## config.mk

```make
export PLATFORM = sky130hd
export DESIGN_NAME = operand_frame_loader
export DESIGN_NICKNAME = d
export VERILOG_FILES = /design/src/rtl/operand_frame_loader.sv
export SDC_FILE = /design/constraint.sdc
export NUM_CORES = 1
export LEC_CHECK = 0
export BUFFER_PORTS_ARGS = -buffer_cell sky130_fd_sc_hd__buf_4
export CORE_MARGIN = 4
export CORE_UTILIZATION = 56
export DETAILED_ROUTE_END_ITERATION = 12
export PLACE_DENSITY = 0.84
export SYNTH_ARGS = -nofsm -noshare
export SYNTH_HDL_FRONTEND = slang
export SYNTH_SLANG_ARGS = --single-unit
```

## constraint.sdc

```tcl
create_clock -name clk -period 3.3 [get_ports clk]
set_input_delay 0.165 -clock clk [delete_from_list [all_inputs] [get_ports clk]]
set_output_delay 0.165 -clock clk [all_outputs]
set_load 0.02 [all_outputs]
```

## src/rtl/operand_frame_loader.sv

```systemverilog
// operand_frame_loader: packs a byte stream into an operand frame and holds it for the summing array
// Ports: clk; rst (async active-low); s_valid/s_data/s_last/s_ready stream in;
// frame_data/frame_valid/array_run/frame_done to the array; err_short/err_long pulses;
// fill_count slots loaded; frame_sum only when FRAME_CHECKSUM_EN is defined.
module operand_frame_loader #(
  parameter int NUM_OPERANDS = 30,
  parameter int DATA_W = 8,
  parameter int HOLD_CYCLES = 5
) (
  input  logic                                     clk,
  input  logic                                     rst,
  input  logic                                     s_valid,
  input  logic [DATA_W-1:0]                        s_data,
  input  logic                                     s_last,
  output logic                                     s_ready,
  output logic [NUM_OPERANDS*DATA_W-1:0]           frame_data,
  output logic                                     frame_valid,
  output logic                                     array_run,
  output logic                                     frame_done,
  output logic                                     err_short,
  output logic                                     err_long,
`ifdef FRAME_CHECKSUM_EN
  output logic [DATA_W+$clog2(NUM_OPERANDS)-1:0]   frame_sum,
`endif
  output logic [$clog2(NUM_OPERANDS+1)-1:0]        fill_count
);
  localparam int CW = $clog2(NUM_OPERANDS+1);
  localparam int IW = $clog2(NUM_OPERANDS);
  localparam logic [CW-1:0] LAST = CW'(NUM_OPERANDS-1);
  localparam logic [3:0] HLAST = 4'(HOLD_CYCLES-1);
  typedef enum logic [1:0] {FILL, HOLD, DISCARD} state_t;
  state_t state_q, state_d;
  logic [CW-1:0] fill_count_q, fill_count_d;
  logic [3:0] hold_q, hold_d;
  logic [DATA_W-1:0] slot_q [NUM_OPERANDS];
  logic [DATA_W-1:0] slot_d [NUM_OPERANDS];
  logic ready_q, ready_d, err_short_q, err_short_d, err_long_q, err_long_d;
  logic acc, last_slot;
  always_comb begin
    acc = s_valid && ready_q;
    last_slot = fill_count_q == LAST;
    state_d = state_q;
    fill_count_d = fill_count_q;
    hold_d = hold_q;
    slot_d = slot_q;
    err_short_d = 1'b0;
    err_long_d = 1'b0;
    if (state_q == FILL && acc) begin
      slot_d[fill_count_q[IW-1:0]] = s_data;
      fill_count_d = fill_count_q + CW'(1);
      if (s_last && !last_slot) begin
        err_short_d = 1'b1;
        fill_count_d = '0;
      end else if (last_slot) begin
        state_d = s_last ? HOLD : DISCARD;
        err_long_d = !s_last;
        fill_count_d = s_last ? fill_count_d : '0;
      end
    end
    if (state_q == DISCARD && acc && s_last) state_d = FILL;
    if (state_q == HOLD) begin
      hold_d = hold_q == HLAST ? 4'd0 : hold_q + 4'd1;
      state_d = hold_q == HLAST ? FILL : HOLD;
      fill_count_d = hold_q == HLAST ? '0 : fill_count_q;
    end
    ready_d = state_d != HOLD;
  end
  always_ff @(posedge clk or negedge rst) begin
    if (!rst) begin
      state_q <= FILL;
      fill_count_q <= '0;
      hold_q <= '0;
      ready_q <= 1'b0;
      err_short_q <= 1'b0;
      err_long_q <= 1'b0;
      for (int i = 0; i < NUM_OPERANDS; i++) slot_q[i] <= '0;
    end else begin
      state_q <= state_d;
      fill_count_q <= fill_count_d;
      hold_q <= hold_d;
      ready_q <= ready_d;
      err_short_q <= err_short_d;
      err_long_q <= err_long_d;
      slot_q <= slot_d;
    end
  end
`ifdef FRAME_CHECKSUM_EN
  localparam int SW = DATA_W + IW;
  logic [SW-1:0] sum_q, sum_d;
  // first slot restarts the sum; any error discards it
  always_comb begin
    sum_d = sum_q;
    if (state_q == FILL && acc) sum_d = (fill_count_q == '0 ? '0 : sum_q) + SW'(s_data);
    if (err_short_d || err_long_d) sum_d = '0;
  end
  always_ff @(posedge clk or negedge rst) begin
    if (!rst) sum_q <= '0;
    else sum_q <= sum_d;
  end
  assign frame_sum = sum_q;
`endif
  for (genvar k = 0; k < NUM_OPERANDS; k++) begin : g_pack
    assign frame_data[k*DATA_W +: DATA_W] = slot_q[k];
  end
  assign s_ready = ready_q;
  assign frame_valid = state_q == HOLD;
  assign array_run = state_q == HOLD;
  assign frame_done = state_q == HOLD && hold_q == HLAST;
  assign err_short = err_short_q;
  assign err_long = err_long_q;
  assign fill_count = fill_count_q;
endmodule
```

## Word-level counts from Yosys, hierarchy flattened

Cells that the tools add are included.

- Register bits after elaboration: 254
- Output and inout port bits: 251

- Reduce and logical (&&, ||, !) cells: 12
- Add/sub/neg operators: 2
- Equal/unequal tests: 6
- Muxes and demuxes: 22
- $lt $le $gt $ge: 2
- Bitwise gates (word level): 1

Operator list:

| cell | number |
|---|---|
| bitwise mux 240 bit | 1 |
| demux 8 bit (select 5 bit) | 1 |
| 2-to-1 mux 5 bit | 6 |
| 2-to-1 mux 2 bit | 6 |
| 2-to-1 mux 8 bit | 1 |
| logical AND 1 bit | 7 |
| greater-or-equal comparator 6 bit (second input constant) | 1 |
| less-than comparator 6 x 1 -> 1 bit (second input constant) | 1 |
| 2-to-1 mux 1 bit | 6 |
| NOT 5 -> 6 bit | 1 |
| adder 5 x 1 -> 5 bit (second input constant) | 1 |
| == test 5 bit (second input constant) | 1 |
| adder 4 x 1 -> 4 bit (second input constant) | 1 |
| == test 4 x 3 -> 1 bit (second input constant) | 1 |
| 2-to-1 mux 4 bit | 1 |
| != test 2 x 1 -> 1 bit (second input constant) | 2 |
| == test 2 x 1 -> 1 bit (second input constant) | 1 |
| == test 2 bit (second input constant) | 1 |
| logical NOT 1 bit | 2 |
| logical NOT 2 bit | 1 |
| AND reduction 2 bit | 1 |
| nonzero test 2 bit | 1 |

## Longest topological paths before layout

- Depth in word-level cells: 8
- Depth in mapped cells: 6

## Least setup slack after synthesis

No wires, ideal clock.

- Path kind: reg-to-reg
- From: register fill_count_q[0], in the netlist fill_count[0]
- To: register slot_q (netlist bit frame_data[48])
- Cell stages (with the launch flop): 7
- Data arrival time: 1,580 ps
- Clock period less this slack: 1,705 ps
- Slack: 1,595 ps
- Path through: dfrtp_1 -> inv_1 -> ha_1 -> and2_1 -> buf_2 -> nand2_2 -> mux2_2

- Word-level cells in the longest chain between the ends: 6
- Elaborated cells between the ends (all ways): 7
- Classes of those cells: 2 x order compare; 3 x mux; 1 x bitwise; 1 x reduce/logical

Ends and longest elaborated chain:

| what | line | text |
|---|---|---|
| start: declaration | 33 | `logic [CW-1:0] fill_count_q, fill_count_d;` |
| start signal: assignment | 79 | `fill_count_q <= fill_count_d;` |
| NOT 5 -> 6 bit (not written as such) * | 49 | `slot_d[fill_count_q[IW-1:0]] = s_data;` |
| greater-or-equal comparator 6 bit (not written as such) / less-than comparator 6 x 1 -> 1 bit (equally long branches) | 49 |  |
| logical AND 1 bit (not written as such) | 49 |  |
| 2-to-1 mux 8 bit (not written as such) | 49 |  |
| demux 8 bit (select 5 bit) * | 49 |  |
| bitwise mux 240 bit * | 49 |  |
| end signal: assignment | 84 | `slot_q <= slot_d;` |
| end: declaration | 35 | `logic [DATA_W-1:0] slot_q [NUM_OPERANDS];` |

Every way passes the cells marked *; elsewhere a longest branch is shown, timed or not.
A chain may end at the register's enable or synchronous reset.

## Final worst setup path

- From: register state_q[0]
- To: register slot_q (netlist bit frame_data[143])

- Word-level cells in the longest chain between the ends: 2

Ends and longest elaborated chain:

| what | line | text |
|---|---|---|
| start: declaration | 32 | `state_t state_q, state_d;` |
| start signal: assignment | 78 | `state_q <= state_d;` |
| logical NOT 2 bit | 48 | `if (state_q == FILL && acc) begin` |
| logical AND 1 bit | 48 |  |

No other way between the ends.

==> qor.txt <==
Status: complete, no violations
Setup TNS: 0 ns
PortBufs: 262
Max Clock Freq: 0.445 GHz
Detailed placer's ending HPWL: 17300 µm
Main flop type after synthesis: dfrtp_1
Cell family with most CP delay: simple AND/OR/NAND/NOR gates
Slew Limit Fails: 0
Hold Path End: frame_data[112]
Critical path startpoint category: flop
Synth Register Bits: 254
Synth top area share: 64.6%
Required @ worst endpoint: 3.68 ns
WP buf/inv: 0
Synth top cells by count: 254 x dfrtp_1, 232 x mux2_2, 29 x nand2_2, 28 x clkbuf_1, 8 x mux2_1
Initial Utilization: 57.1%
Syn avg cell area: 15.6 µm²
Yosys warning total: 0
Synthesized Nets: 647
Total CTS buffers: 25
Clock Sinks: 254
First-pass GRT wire length: 40800 µm
Cts repair resizes: 0
Vias in the first global route: 6952
Leakage Power: 6.93 nW
Share of power burned in registers: 43.7%
Layout cell share with drive strength beyond 1: 63.1%
Buffers inserted by post-CTS timing repair: 0
Worst path depth: 4
Skew-Pair Late Insertion Delay: 0.51 ns
VDD IR-drop max: 0.685 mV
H-tree levels: 1
Reg-to-Reg Start: state_q[0]
Part of the cycle the worst path needs: 68.1%
DIE AREA: 0.0198 mm²
Worst slew pin tran: 0.846 ns
Pin count of the biggest net entering global routing: 114
Placed inst area: 0.0120 mm²
Sw Share: 27.5%
FF-to-FF setup slack: 1.05 ns
Final antenna-violating net count: 0
CP peak stage delay: 0.61 ns
CTS root buffer: clkbuf_16
Final Skew: 0.0148 ns
Cell depth of the worst flop-to-flop path: 4
Util after Layout: 74.8%
Die Ht: 141 µm
RSZ-0062 raised after global routing: no
Cell taking the most area after synthesis: dfrtp_1
GRT overflow: 0
GRT met2 Usage: 45.8%
Routed len/inst: 23.2 µm
Crit path kind: flop to flop
P_sw: 2.34 mW
Synth Instances: 629
Reg clk slew, reported paths: 0.06 ns
Yosys cell types: 33
Fin. Hold Viols: 0
RD Place Congestion: 0.806
Syn Std Cell Area: 0.00984 mm²
GR Util met1: 34.1%
Synth-to-Final Area Change: 31.1%
Dominant cells by area after synthesis: dfrtp_1 65%, mux2_2 27%, nand2_2 1.8%
Hold Path Origin: s_data[0]
Hold slack: 0.257 ns
Hold Crit Class: primary input to flop
Die Width: 141 µm
Post-synth EDFFs: 0
Seq/Total Area, Yosys: 64.6%
Slew HR: 43.6%
Number of remaining DRC errors: 0
Grt peak-use layer: met2
Minimum clock period: 2.25 ns
Via Count: 6283
DRT Wirelength: 26200 µm
Antenna diode count: 0
Arrival time worst endpoint: 2.63 ns
Max Cap Viol: 0
CTS tree: yes
Synth async-reset ratio: 100%
Nets: 908
All-Layer GR Usage: 26.5%
Hold Path Depth: 2
Cell Rows: 48
PD cells: 660 mW/mm²
IO Pins: 263
FF-to-FF End: frame_data[143]
Internal: 6.17 mW
Critical path cell sequence: and4bb_1 -> and2_1 -> nand2_2 -> mux2_1
Crit-path max FO: 8
Final Cell Area: 0.0129 mm²
Finish-stage setup viols: 0
GRT met3 Usage: 6.15%
CP max-delay cell: and2_1
Initial antenna violation count: 0
Logic pwr share: 20.4%
Crit path capture type: flop
Top-count cell post-synth: dfrtp_1
Vias per cell: 5.57
Starting DRC count in detailed routing: 252
Clk pwr share: 35.9%
CORE AREA: 0.0172 mm²
CTS Buffer Depth: 3
DR pass1 iterations: 4
==> cells in the final DEF, fill, tap and decap left out, types with 3 or more instances in the layout <==
| cell | n |
|---|---|
| mux2_2 | 232 |
| nand2_1 | 7 |
| and2_1 | 4 |
| and3_1 | 6 |
| nand2_2 | 29 |
| ha_1 | 6 |
| dlygate4sd3_1 | 3 |
| nand4_1 | 3 |
| clkbuf_8 | 3 |
| buf_4 | 264 |
| o21ai_0 | 5 |
| clkbuf_1 | 5 |
| dfrtp_1 | 254 |
| nor2_1 | 4 |
| nand3_1 | 4 |
| mux2_1 | 8 |
| bufinv_16 | 6 |
| clkbuf_16 | 25 |
| inv_1 | 7 |
| nand2b_1 | 3 |
| nor3_2 | 4 |
==> layer usage <==
| layer | wire, µm | up-vias | share of wire (%) |
|---|---|---|---|
| met5 | 0 | - | 0 |
| met4 | 567 | 0 | 2.2 |
| met3 | 1720 | 44 | 6.5 |
| met2 | 13400 | 204 | 51 |
| met1 | 10600 | 3309 | 40 |
| li1 | - | 2726 | - |
==> flip-flops by register name (all words and copies together) (netlist names) <==
register,cells
fill_count,5
hold_q,4
err_long,1
s_ready,1
err_short,1
frame_data,240
state_q,2
==> kinds of logic after synthesis <==
logic type / Yosys count / synth area share [%]
flip-flops: 254 / 64.6
multiplexers: 240 / 27.5
AO/OA/AOI/OAI: 15 / 0.979
adder cells (fa/ha/maj): 6 / 0.763
XOR/XNOR: 2 / 0.178
AND/OR/NAND/NOR: 67 / 4.15
buffers and inverters: 45 / 1.86
==> metrics by stage <==
step	std cells	setup WS, ns	power [mW]
6_report	1129	1.05	8.51
5_1_grt	1129	0.983	8.82
4_1_cts	1129	1.12	8.56
3_5_place_dp	1085	1.14	5.51
3_3_place_gp	1085	1.20	5.45
2_1_floorplan	629	1.60	4.63
==> timing repair <==
item                                   in CTS  in global routing
endpoints found under the hold margin     114                  0
setup endpoints to repair                   0                  0
hold buffers                                3                  0
==> final cells by class <==
type / count / area (µm²)
sequential: 254 / 6360
fill: 1053 / 4340
multi-input combinational: 330 / 3300
timing repair buffer: 269 / 2050
clock buffer: 33 / 686
tap: 225 / 282
clock inverter: 8 / 193
inverter: 10 / 37.5
==> power by group through the flow <==
stage          clock network (mW)  registers, mW  logic, mW
2_1_floorplan                   0           4.18      0.451
3_3_place_gp                    0           3.75       1.70
3_5_place_dp                    0           3.76       1.75
4_1_cts                      3.08           3.72       1.76
5_1_grt                      3.22           3.76       1.84
6_report                     3.05           3.72       1.74
==> worst max-delay path by stage <==
stage	from	to	slack, ns
final	state_q[0]	frame_data[143]	1.05
after global routing	state_q[0]	frame_data[143]	0.98
after CTS	state_q[1]	frame_data[143]	1.12
after detailed placement	state_q[1]	frame_data[136]	1.14
after global placement	state_q[0]	frame_data[182]	1.20
after floorplan	fill_count[0]	frame_data[48]	1.60
Power figures use the tool's default switching activity.
